[src/rtl/song_reader.sv]
// song_reader: walks the song ROM, decodes {note, duration} entries and holds each note for its beats.
// Optional macro SONG_LOOP_EN: restart the selected song after its last entry instead of going idle.
module song_reader #(
    parameter int ADDR_W = 7,
    parameter int SONG_W = 2,
    parameter int NOTE_W = 6,
    parameter int DUR_W  = 6
) (
    input  logic                    clk,
    input  logic                    reset_n,
    input  logic                    play,
    input  logic [SONG_W-1:0]       song,
    input  logic                    beat,
    output logic [ADDR_W-1:0]       rom_addr,
    input  logic [NOTE_W+DUR_W-1:0] rom_dout,
    output logic [NOTE_W-1:0]       note,
    output logic                    new_note,
    output logic                    busy,
    output logic                    song_done
);
    localparam int IW = ADDR_W - SONG_W;
    localparam logic [IW-1:0] IDX_MAX = '1;

    typedef enum logic [1:0] {IDLE, FETCH, DECODE, PLAY} state_t;

    state_t            state;
    logic [SONG_W-1:0] song_q;
    logic [IW-1:0]     idx;
    logic [IW-1:0]     idx_next;
    logic [DUR_W-1:0]  dur_cnt;
    logic [DUR_W-1:0]  dur_field;
    logic [NOTE_W-1:0] note_field;
    logic              song_change;
    logic              advance;

    assign dur_field   = rom_dout[DUR_W-1:0];
    assign note_field  = rom_dout[NOTE_W+DUR_W-1:DUR_W];
    assign idx_next    = idx + IW'(1);
    assign song_change = (state != IDLE) && (song != song_q);

    // A song change overrides any beat or end-of-entry happening in the same cycle.
    assign advance = !song_change &&
                     (((state == DECODE) && (dur_field == '0)) ||
                      ((state == PLAY) && play && beat && (dur_cnt == DUR_W'(1))));

    always_ff @(posedge clk or negedge reset_n) begin
        if (!reset_n) begin
            state     <= IDLE;
            song_q    <= '0;
            idx       <= '0;
            rom_addr  <= '0;
            dur_cnt   <= '0;
            note      <= '0;
            new_note  <= 1'b0;
            busy      <= 1'b0;
            song_done <= 1'b0;
        end else begin
            new_note  <= 1'b0;
            song_done <= 1'b0;
            if (song_change) begin
                song_q   <= song;
                idx      <= '0;
                rom_addr <= {song, {IW{1'b0}}};
                note     <= '0;
                dur_cnt  <= '0;
                state    <= FETCH;
            end else if (advance) begin
                dur_cnt <= '0;
                if (idx == IDX_MAX) begin
                    song_done <= 1'b1;
`ifdef SONG_LOOP_EN
                    idx      <= '0;
                    rom_addr <= {song_q, {IW{1'b0}}};
                    state    <= FETCH;
`else
                    note     <= '0;
                    busy     <= 1'b0;
                    state    <= IDLE;
`endif
                end else begin
                    idx      <= idx_next;
                    rom_addr <= {song_q, idx_next};
                    state    <= FETCH;
                end
            end else begin
                // rom_addr is set on entry to FETCH so the ROM sees a stable address for the whole cycle.
                case (state)
                    IDLE: begin
                        if (play) begin
                            song_q   <= song;
                            idx      <= '0;
                            rom_addr <= {song, {IW{1'b0}}};
                            busy     <= 1'b1;
                            state    <= FETCH;
                        end
                    end
                    FETCH: begin
                        state <= DECODE;
                    end
                    DECODE: begin
                        note     <= note_field;
                        dur_cnt  <= dur_field;
                        new_note <= 1'b1;
                        state    <= PLAY;
                    end
                    PLAY: begin
                        if (play && beat && (dur_cnt != '0)) begin
                            dur_cnt <= dur_cnt - DUR_W'(1);
                        end
                    end
                    default: begin
                        state <= IDLE;
                    end
                endcase
            end
        end
    end
endmodule
[config.mk]
export PLATFORM = sky130hd
export DESIGN_NAME = song_reader
export DESIGN_NICKNAME = d
export VERILOG_FILES = /design/src/rtl/song_reader.sv
export SDC_FILE = /design/constraint.sdc
export NUM_CORES = 1
export LEC_CHECK = 0
export CAP_MARGIN = 5
export CORE_ASPECT_RATIO = 1.4
export CORE_MARGIN = 10
export CORE_UTILIZATION = 45
export DETAILED_ROUTE_END_ITERATION = 6
export GPL_ROUTABILITY_DRIVEN = 0
export PLACE_DENSITY = 0.74
export REMOVE_ABC_BUFFERS = 1
export SLEW_MARGIN = 20
export SYNTH_ARGS = -nofsm -noshare
export SYNTH_HDL_FRONTEND = slang
export SYNTH_SLANG_ARGS = --single-unit
export TNS_END_PERCENT = 20
[constraint.sdc]
create_clock -name clk -period 1.9 [get_ports clk]
set_input_delay 0.285 -clock clk [delete_from_list [all_inputs] [get_ports clk]]
set_output_delay 0.285 -clock clk [all_outputs]
set_load 0.01 [all_outputs]
[Word-level counts from Yosys, hierarchy flattened]
Index checks and enable logic that the tools add are counted.
Word-level totals
  register bits: 31
  word-level logic and storage cells: 90
  output and inout port bits: 16
  input port bits: 18
Cells by class
  reductions and logical operators: 29
  bitwise logic cells: 1
  multiplexer cells: 37
  add/sub/neg operators: 2
  equal/unequal tests: 12
Operators with widths (number)
  $mux W6: 7
  $mux W7: 5
  $mux W5: 5
  $mux W2: 7
  $pmux W6 S2: 1
  $mux W1: 11
  $reduce_bool A2 Y1: 5
  $reduce_bool A3 Y1: 3
  $logic_and A1 B1 Y1: 8
  $eq A6 B1 Y1 const B: 1
  $logic_not A6 Y1: 1
  $pmux W2 S3: 1
  $reduce_and A2 Y1: 3
  $reduce_and A3 Y1: 2
  $reduce_bool A6 Y1: 1
  $sub A6 B1 Y6 const B: 1
  $add A5 B1 Y5 const B: 1
  $eq A5 B5 Y1 const B: 1
  $reduce_bool A5 Y1: 1
  $eq A2 B2 Y1 const B: 2
  $ne A4 B3 Y1 const B: 1
  $ne A4 B4 Y1 const B: 1
  $reduce_and A4 Y1: 1
  $reduce_bool A4 Y1: 1
  10 further kinds: 10

[Longest topological paths before layout]
Gate-level depths: netlist of the first run.
  word-level depth: 8
  depth in mapped cells: 9
  depth with buffers taken out: 7

[Worst setup path after synthesis of the first run]
Ideal clock, no wire load.
  kind: reg-to-reg
  start: register state[0]
  end: register rom_addr[3]
  clock period less this slack: 2088 ps
  buffers on the path: 1
  cell stages (with the launch flop): 9
  data arrival time: 2005 ps
  slack: -188 ps
  library setup time: 83 ps
  data required time: 1817 ps
  cells stage by stage: dfrtp_1 > inv_1 > ha_1 > buf_4 > or4b_4 > nor4_4 > nor2_2 > or3_1 > a31oi_1
On the way
  word-level cells in the longest chain between the ends: 8
  elaborated cells on any way between the ends: 18
  those cells by class: eq/ne (3); mux (2); reduce/logical (13)
Ends and longest elaborated chain
  start, declared: line 26  | state_t state;
  start signal, assigned: line 48  | state <= IDLE;
  start signal, assigned: line 66  | state <= FETCH;
  start signal, assigned: line 78  | state <= IDLE;
  $eq A2 B2 Y1: line 44  | ((state == PLAY) && play && beat && (dur_cnt == DUR_W'(1))));
  $logic_and A1 B1 Y1 (3 in series): line 44
  $logic_or A1 B1 Y1: line 43  | (((state == DECODE) && (dur_field == '0)) ||
  $logic_and A1 B1 Y1: line 42  | assign advance = !song_change &&
  $ne A3 B3 Y1 (no line), or another cell as far along
  $reduce_and A3 Y1 (no line) or $mux W7 (tied branches)
  end signal, assigned: line 63  | rom_addr <= {song, {IW{1'b0}}};
  end signal, assigned: line 82  | rom_addr <= {song_q, idx_next};
  end signal, assigned: line 92  | rom_addr <= {song, {IW{1'b0}}};
  end, declared: line 14  | output logic [ADDR_W-1:0] rom_addr,
Several ways; a longest one is shown, not always the timed one.
A chain may end at the register's enable or synchronous reset.

[Worst setup path after layout of the first run]
  start: register state[0]
  end: register rom_addr[0]
The elaborated chain is that of the path after synthesis.

==> impl_metrics.env, run 1 <==
export IMPL_dieArea_um2=6150
export IMPL_stdcell_count=272
export IMPL_postRouteAntennaNets=0
export IMPL_grt_pass1_wl_mm=7.20
export IMPL_viasPerCell=5.69
export IMPL_cts_buffer_depth=2
export IMPL_synth_distinct_cells=38
export IMPL_overflow=0
export IMPL_wire_per_inst_um=17.8
export IMPL_critPathLaunchType="register"
export IMPL_syn_inst=169
export IMPL_path_clk_slew_ns=0.10
export IMPL_yosys_area_top_type_share_pct=42.7
export IMPL_die_w_um=69.2
export IMPL_grt_pass1_vias=1595
export IMPL_drive_above_1_share_pct=25.3
export IMPL_syn_to_final_growth_pct=50.4
export IMPL_yosysWarnings=0
export IMPL_ys_ff_latch=26
export IMPL_end_kind="register"
export IMPL_setup_tns_ns=-2.66
export IMPL_synth_ff_type="dfrtp_1"
export IMPL_core_um2=3180
export IMPL_layout_commonest_cell="clkdlybuf4s50_1"
export IMPL_hold_path_class="primary input to async pin"
export IMPL_postSynthAreaPerCell_um2=9.02
export IMPL_grt_max_degree=27
export IMPL_num_rows=24
export IMPL_required_ns=2.06
export IMPL_io_buffer_count=33
export IMPL_timing_fmax_mhz=477
export IMPL_layout_nets=260
export IMPL_finalSetupViolCount=25
export IMPL_drt_iter0_drc=99
export IMPL_routed_via_count=1547
export IMPL_dp_hpwl_mm=3.26
export IMPL_ios=34
export IMPL_antenna_found_initial=0
export IMPL_track_usage_pct=14.0
export IMPL_hold_violations=0
export IMPL_syn_cell_area_um2=1520
export IMPL_relSlewSlack_pct=70.3
export IMPL_clock_skew_ns=0.00205
export IMPL_die_y_um=88.9
export IMPL_fillers=235
export IMPL_antenna_cells=0
export IMPL_seqCellArea_um2=651
export IMPL_finalMaxSlewViolations=0
export IMPL_outcome="finished with violations"
export IMPL_critical_path_arrival_ns=2.26
export IMPL_finalCritPeriodShare_pct=110
export IMPL_yosysSeqAreaShare_pct=42.7
export IMPL_initial_core_util_pct=47.9
export IMPL_violations="negative setup slack"
export IMPL_worstMarginPinSlew_ns=0.446
export IMPL_h_tree_depth=1
export IMPL_postSynth_asyncResetShare_pct=100
export IMPL_p_leak_nw=0.971
export IMPL_rsz0062_at_grt="true"
export IMPL_crit_type="register to register"
export IMPL_routed_wl_mm=4.83
export IMPL_yosys_area_top_type="dfrtp_1"
export IMPL_cts_buffers=3
export IMPL_finalCriticalPeriod_ns=2.10
export IMPL_place_inst=258
export IMPL_path_max_fanout=5
export IMPL_tritoncts="built"
export IMPL_synthTopCellsByArea="dfrtp_1, a21oi_1, ha_1"
export IMPL_synth_edf_count=0
export IMPL_layout_setup_ws_ns=-0.197
export IMPL_power_density_nw_per_um2=976
export IMPL_multi_input_area_um2=878
export IMPL_whs_ns=0.367
export IMPL_power_mw=2.24
export IMPL_final_cell_mix="clkdlybuf4s50_1, dfrtp_1, buf_4"
export IMPL_root_buffer="clkbuf_8"
export IMPL_drv_cap=0
export IMPL_firstDrtPassIters=4
export IMPL_clkSinkCount=26
export IMPL_drc=0
export IMPL_clk_latency_ns=0.28
export IMPL_peakVddDrop_v=0.000970
==> metal layers <==
| layer | vias up | GRT usage (%) | part of all wire [%] | wire length (um) |
|---|---|---|---|---|
| met2 | 50 | 26.6 | 53 | 2540 |
| met1 | 742 | 14.8 | 39 | 1860 |
| met3 | 15 | 2.91 | 4.9 | 235 |
| met5 | - | 0 | 0 | 0 |
| met4 | 0 | 5.50 | 4.0 | 191 |
| li1 | 740 | - | - | - |
==> cell type report <==
class                           count  share of cell area [%]
Inverter                           11                    1.80
Clock inverter                      1                    1.31
Clock buffer                        3                    1.80
Sequential cell                    26                    28.4
Multi-Input combinational cell    127                    38.3
Tap cell                           39                    2.13
Timing Repair Buffer               65                    26.3
==> worst max-delay path, stage by stage (launching register included) <==
cell and delay (ns):
dfrtp_1 0.42, inv_2 0.10, ha_4 0.13, or4b_4 0.46, nor4_4 0.15, buf_4 0.19, nor2_2 0.09, mux2i_2 0.32
a21oi_1 0.12
==> through the flow <==
stage | instance area, um^2 | util, % | setup slack, ns
floorplan | 1490 | - | -0.292
global placement | 2040 | 64.0 | -0.328
detailed placement | 2040 | 64.0 | -0.411
CTS | 2180 | 68.5 | -0.277
global route | 2290 | 72.0 | -0.267
finish | 2290 | 72.0 | -0.197
==> state kept, by name, indices dropped and copies added, names as in the netlist <==
| signal | flops |
|---|---|
| rom_addr | 7 |
| dur_cnt | 6 |
| song_done | 1 |
| song_q | 2 |
| state | 2 |
| note | 6 |
| busy | 1 |
| new_note | 1 |
==> kinds of logic (layout without fill, tap and decap cells) <==
group,count (synthesis),in the layout,share of synthesized area [%]
simple gates,60,60,22.2
buf+inv,16,80,4.68
compound gates,55,55,21.4
flops,26,26,42.7
fa+ha+maj,8,8,6.57
xor+xnor,2,2,1.15
mux,2,2,1.31
==> synth_stat cells, types with 2 or more instances <==
master	count
nand2_1	11
inv_1	11
dfrtp_1	26
nor3_1	3
ha_1	8
nand3_1	14
nor2b_1	3
and3_1	2
a21o_1	2
o22ai_1	2
clkbuf_1	3
xnor2_1	2
o31a_1	2
o21ai_0	16
or3_1	2
a21oi_1	20
o2bb2ai_1	2
nor2_1	12
a31oi_1	4
nand2b_1	5
mux2i_1	2
==> path summary, 6_finish.rpt <==
check,startpoint,slack (ns),endpoint,cells past startpoint
worst max-delay path,state[0],-0.20,rom_addr[0],8
worst min register to register,note[1],0.55,note[1],2
worst max register to register,state[0],-0.20,rom_addr[0],8
min in group clk,note[1],0.55,note[1],2
worst min-delay path,reset_n,0.37,dur_cnt[1],2
max in group asynchronous,reset_n,1.27,note[0],2
==> power by group <==
| part | switching, mW | leakage [nW] | internal (mW) |
|---|---|---|---|
| Sequential | 0.0625 | 0.343 | 0.629 |
| Clock | 0.197 | 0.0357 | 0.283 |
| Combinational | 0.563 | 0.592 | 0.504 |
==> what timing repair did <==
action | 4_1_cts | 5_1_grt
hold buffers | 0 | 0
resized for setup | 17 | 17
setup buffers | 4 | 6
setup endpoints to repair | 25 | 26
pin swaps | 15 | 9
Power figures use the tool's default switching activity.
==> run 2, diff against run 1 <==
==> constraint.sdc (replaced) <==
create_clock -name clk -period 1.9 [get_ports clk]
set_input_delay 0.38 -clock clk [delete_from_list [all_inputs] [get_ports clk]]
set_output_delay 0.38 -clock clk [all_outputs]
set_load 0.01 [all_outputs]
==> run 2 against run 1 <==
Net effect:
- the run still ends with negative setup slack left
- first-iteration DRC count is 32% lower
- sequential share of layout area is 0.078 points higher
- critical endpoint is now rom_addr[5]
- count of clock-buffer cells in the layout unchanged
- via count is 1.9% higher
- total power is 3.3% lower
==> impl_metrics.env, run 2 (same netlist as run 1, synthesis figures left out) <==
export IMPL_initial_core_util_pct=47.9
export IMPL_layout_commonest_cell="buf_4"
export IMPL_antenna_cells=0
export IMPL_largestRegisters="rom_addr (7), dur_cnt (6), note (6)"
export IMPL_largest_reg_flops=7
export IMPL_io_buffer_count=33
export IMPL_clkSinkCount=26
export IMPL_power_density_nw_per_um2=947
export IMPL_end_kind="register"
export IMPL_finalCritPeriodShare_pct=110
export IMPL_drv_cap=0
export IMPL_timing_fmax_mhz=476
export IMPL_dieArea_um2=6150
export IMPL_slowest_delay_ns=0.47
export IMPL_wire_per_inst_um=16.8
export IMPL_clk_latency_ns=0.27
export IMPL_seqCellArea_um2=651
export IMPL_critical_path_arrival_ns=2.30
export IMPL_required_ns=2.11
export IMPL_regMostFlops="rom_addr"
export IMPL_finalMaxSlewViolations=0
export IMPL_firstDrtPassIters=4
export IMPL_combPwrFrac_pct=46.5
export IMPL_routed_wl_mm=4.65
export IMPL_crit_slowest_cell="or4b_4"
export IMPL_sw_frac_of_total_pct=36.2
export IMPL_layout_setup_ws_ns=-0.199
export IMPL_h_tree_depth=1
export IMPL_crit_chain="inv_2 > ha_4 > or4b_4 > nor4_4 > buf_4 > buf_6 > o31a_1 > o2bb2ai_2 > a21oi_1"
export IMPL_peakVddDrop_v=0.000866
export IMPL_cts_buffers=3
export IMPL_finalSetupViolCount=25
export IMPL_path_clk_slew_ns=0.09
export IMPL_dp_hpwl_mm=3.39
export IMPL_core_um2=3180
export IMPL_placed_area_um2=2110
export IMPL_postRouteAntennaNets=0
export IMPL_fillers=251
export IMPL_drt_iter0_drc=67
export IMPL_grt_pass1_vias=1629
export IMPL_fin_util_pct=71.8
export IMPL_p_leak_nw=0.993
export IMPL_critPathLaunchType="register"
export IMPL_antenna_found_initial=0
export IMPL_p_seq_share_pct=31.9
export IMPL_grt_pass1_wl_mm=7.32
export IMPL_routed_via_count=1576
export IMPL_hold_path_class="primary input to async pin"
export IMPL_relSlewSlack_pct=57.0
export IMPL_intPower_mw=1.38
export IMPL_rsz0062_at_grt="true"
export IMPL_layout_nets=265
export IMPL_grt_max_degree=27
export IMPL_cts_buffer_depth=2
export IMPL_crit_type="register to register"
export IMPL_ios=34
export IMPL_finalCriticalPeriod_ns=2.10
export IMPL_viasPerCell=5.69
export IMPL_tritoncts="built"
export IMPL_track_usage_pct=14.1
export IMPL_die_y_um=88.9
export IMPL_violations="negative setup slack"
export IMPL_die_w_um=69.2
export IMPL_path_max_fanout=8
export IMPL_syn_to_final_growth_pct=50.0
export IMPL_switchingPower_mw=0.784
export IMPL_outcome="finished with violations"
export IMPL_final_cell_mix="buf_4, clkdlybuf4s50_1, dfrtp_1"
export IMPL_final_area_um2=2290
export IMPL_clock_skew_ns=0.00328
export IMPL_num_rows=24
export IMPL_drc=0
export IMPL_p_clk_share_pct=21.6
export IMPL_hold_buffers=0
export IMPL_overflow=0
export IMPL_hold_violations=0
export IMPL_worstMarginPinSlew_ns=0.644
export IMPL_multi_input_area_um2=860
export IMPL_root_buffer="clkbuf_8"
export IMPL_drive_above_1_share_pct=23.5
## run 2: cell types whose count changed in the layout (fill, tap and decap cells not counted), sizes merged
cell | previous run | this run
dlygate4sd2 | 0 | 1
clkdlybuf4s50 | 33 | 32
buf | 32 | 37
## run 2: what timing repair did
action,in CTS,in global routing
buffers inserted,3,3
resized for setup,15,9
pin swaps,14,6
endpoints found under the setup margin,26,26
## run 2: through the flow
stage	worst slack [ns]	TNS [ns]	instances	total power [mW]	hold WS, ns
after global routing	-0.295	-4.74	277	2.29	0.520
final	-0.199	-2.33	277	2.16	0.472
after floorplan	-0.292	-3.32	164	1.18	0.0844
after CTS	-0.273	-4.33	274	2.13	0.484
after detailed placement	-0.538	-10.58	267	1.61	0.528
after global placement	-0.408	-8.79	267	1.57	0.519
## run 2: final timing paths
check                                from           to  slack [ns]  cells past startpoint
worst min register to register  song_q[0]    song_q[0]        0.55                      2
worst min-delay path              reset_n   dur_cnt[1]        0.47                      2
worst max register to register   state[0]  rom_addr[5]       -0.20                      9
worst max-delay path             state[0]  rom_addr[5]       -0.20                      9
max in group asynchronous         reset_n  rom_addr[6]        1.16                      2
min in group clk                song_q[0]    song_q[0]        0.55                      2
## run 2: area by class of cell
cell class | count | area share, %
clock buffers | 3 | 1.81
inverters | 11 | 1.81
repair buffers | 70 | 26.9
well taps | 39 | 2.13
multi-input cells | 127 | 37.6
clock inverters | 1 | 1.31
flip-flops and latches | 26 | 28.5
## run 2: power groups by stage
stage	clock network [mW]	registers [mW]	logic, mW
finish	0.467	0.691	1.01
floorplan	0	0.702	0.474
detailed placement	0	0.693	0.919
global route	0.494	0.700	1.10
CTS	0.474	0.688	0.962
global placement	0	0.687	0.886
## run 2: worst max-delay path: cells and delay by family, from the launching register on
| family | cells | cell delay [ns] |
|---|---|---|
| simple gates | 2 | 0.60 |
| flops | 1 | 0.41 |
| buf+inv | 3 | 0.39 |
| fa+ha+maj | 1 | 0.13 |
| compound gates | 3 | 0.49 |
## run 2: per-layer routing
layer  vias to the layer above  share of wire, %  GRT usage, %
met5                         -                 0             0
met4                         0               2.1          4.59
met3                        10               4.6          3.36
met2                        47                53          27.4
met1                       773                40          14.4
li1                        746                 -             -
==> edit (config.mk and constraints of run 1) <==
Change the parameter `NOTE_W` from 6 to 3.
--- a/src/rtl/song_reader.sv
+++ b/src/rtl/song_reader.sv
@@ -4,5 +4,5 @@
     parameter int ADDR_W = 7,
     parameter int SONG_W = 2,
-    parameter int NOTE_W = 6,
+    parameter int NOTE_W = 3,
     parameter int DUR_W  = 6
 ) (
Ports: changed (resized note and rom_dout); port bits go from 34 to 28. No check against the original RTL was run, so the function may have changed too.
==> edit against run 1 <==
Sequential power is 4.8% higher. Worst setup slack gained 0.21 ns. Wire length fell by 17%. Critical endpoint is now rom_addr[6]$_DFFE_PN0P_. Sequential cell count fell by 3. Via count down 8.7%. Combinational power increased by 22%. Power rose by 4.9%. Final area fell by 9.2%. Fmax increased by 11%. Area after synthesis shrank 7.8%.
==> edit: results (changes against run 1) <==
| Metric | Value |
|---|---|
| Status | `finished clean (was finished with violations)` |
| Pin count of the biggest net entering global routing | `24 (was 27)` |
| Number of global-route vias before repair | `1464 (was 1595)` |
| IO buf count | `27 (was 33)` |
| Top post-synthesis cells by count | `23 x dfrtp_1, 19 x nor2_1, 13 x o21ai_0 (was 26 x dfrtp_1, 20 x a21oi_1, 16 x o21ai_0)` |
| Synth cell types | `40 (was 38)` |
| Hpwl dp | `3146 um (was 3262 um)` |
| Largest regs | `rom_addr x7, dur_cnt x6, note x3 (was rom_addr x7, dur_cnt x6, note x6)` |
| Worst-path clk slew | `0.08 ns (was 0.10 ns)` |
| Initial antenna violation count | `0 (unchanged)` |
| Static Leak | `0.8926 nW (was 0.9709 nW)` |
| Pre-CTS setup slack | `-0.2733 ns (was -0.4110 ns)` |
| Clk_skew | `0.002292 ns (was 0.002050 ns)` |
| Via count | `1412 (was 1547)` |
| Worst setup startpoint | `state[0]$_DFFE_PN0P_ (unchanged)` |
| Worst-Skew Late Latency | `0.27 ns` |
| Root buf cell | `clkbuf_8 (unchanged)` |
| Detailed Route Iter0 Violations | `46 (was 99)` |
| All-Layer GR Usage | `14.37% (was 13.99%)` |
| Nets | `236 (was 260)` |
| First-pass DRT Iterations | `4 (unchanged)` |
| Layout cells sized above 1 | `26.89% (was 25.32%)` |
| Warnings, synthesis | `0 (unchanged)` |
| H-Tree Depth | `1 (unchanged)` |
| Top cells by area, synth | `dfrtp_1 41%, ha_1 7.1%, nor2_1 5.1% (was dfrtp_1 43%, a21oi_1 6.6%, ha_1 6.6%)` |
| Peak supply drop | `0.7404 mV (was 0.9704 mV)` |
| Asr flop ratio synth | `100.0% (unchanged)` |
| Seq/Total Area, Yosys | `40.96% (was 42.69%)` |
| Ant diodes | `0 (unchanged)` |
| CTS Buf Count | `3 (unchanged)` |
| FILL cells | `242 (was 235)` |
| Top FF cell, synth | `dfrtp_1 (unchanged)` |
| CP max FO | `4 (was 5)` |
| Max-slew headroom | `72.62% (was 70.25%)` |
| Total Wirelength | `4023 um (was 4829 um)` |
| Critical path arrival | `2.04 ns (was 2.26 ns)` |
| First-pass GRT wire length | `6610 um (was 7196 um)` |
| Clock Tree Buf Depth | `2 (unchanged)` |
| Most flop-heavy register | `rom_addr (unchanged)` |
| Hold crit path type | `input port to async pin (unchanged)` |
-- edit: cell count changes in the layout (fill, tap and decap cells not counted), moves of 4 or more --
cell / change
nor2_1: +6
buf_4: +6
o21ai_1: -6
inv_1: -4
a21oi_1: -5
o21ai_0: +4
buf_6: -5
clkdlybuf4s50_1: -7
dfrtp_1: -4
nand3_1: -7
-- edit: worst paths after layout --
kind,endpoint,slack [ns],cells after the start
worst max register to register,rom_addr[6]$_DFFE_PN0P_,0.01,7
max in group asynchronous,dur_cnt[2]$_DFFE_PN0P_,1.28,2
min in group clk,busy$_DFFE_PN0P_,0.51,2
worst min-delay path,rom_addr[0]$_DFFE_PN0P_,0.37,2
worst max-delay path,rom_addr[6]$_DFFE_PN0P_,0.01,7
worst min register to register,busy$_DFFE_PN0P_,0.51,2
-- edit: kinds of logic (layout without fill, tap and decap cells) --
logic type	Yosys count	after routing	synth area share [%]
AND/OR/NAND/NOR	59	59	22.89
AO/OA/AOI/OAI	43	43	19.86
flip-flops	23	23	40.96
buffers and inverters	10	70	2.761
adder cells (fa/ha/maj)	8	8	7.124
multiplexers	6	6	4.541
XOR/XNOR	3	3	1.870
-- edit: layout make-up --
type | instances | area, um^2 | area share, %
Sequential cell | 23 | 576.8 | 27.72
Multi-Input combinational cell | 119 | 873.3 | 41.97
Timing Repair Buffer | 59 | 513.0 | 24.65
Tap cell | 37 | 46.29 | 2.225
Inverter | 7 | 26.28 | 1.263
Clock buffer | 4 | 45.04 | 2.165
-- edit: timing repair --
item                       4_1_cts  5_1_grt
gates cloned                     0        0
setup buffers                    0        1
gates resized for setup          2       21
setup endpoints to repair       18       17
pin swaps                        0        4
-- edit: critical path, cell delays in order (launching register included) --
cell     delay (ns)
dfrtp_1        0.38
buf_4          0.15
ha_4           0.14
nand2_2        0.08
or4_4          0.47
a21o_1         0.21
o32ai_1        0.27
a21oi_1        0.06
-- edit: where the power goes --
part,leakage [nW],internal [W],switching (W)
Sequential,0.298,0.000602,0.000122
Combinational,0.572,0.000648,0.000666
Clock,0.0228,0.000150,0.000161
Total,0.893,0.00140,0.000948
-- edit: routing by layer --
metal / share of wire [%] / track usage (%) / up-vias
li1: - / - / 677
met1: 38 / 14.75 / 685
met2: 54 / 26.47 / 38
met3: 5.0 / 2.474 / 12
met4: 2.5 / 7.116 / 0
met5: 0 / 0 / -
-- edit: through the flow --
stage / instance area [um^2] / util (%) / instances / hold WS (ns)
after floorplan: 1393 / - / 149 / -0.01059
after global placement: 1942 / 66.16 / 244 / 0.4978
after detailed placement: 1942 / 66.16 / 244 / 0.5009
after CTS: 1994 / 67.95 / 248 / 0.3809
after global routing: 2081 / 70.89 / 249 / 0.4184
final: 2081 / 70.89 / 249 / 0.3689
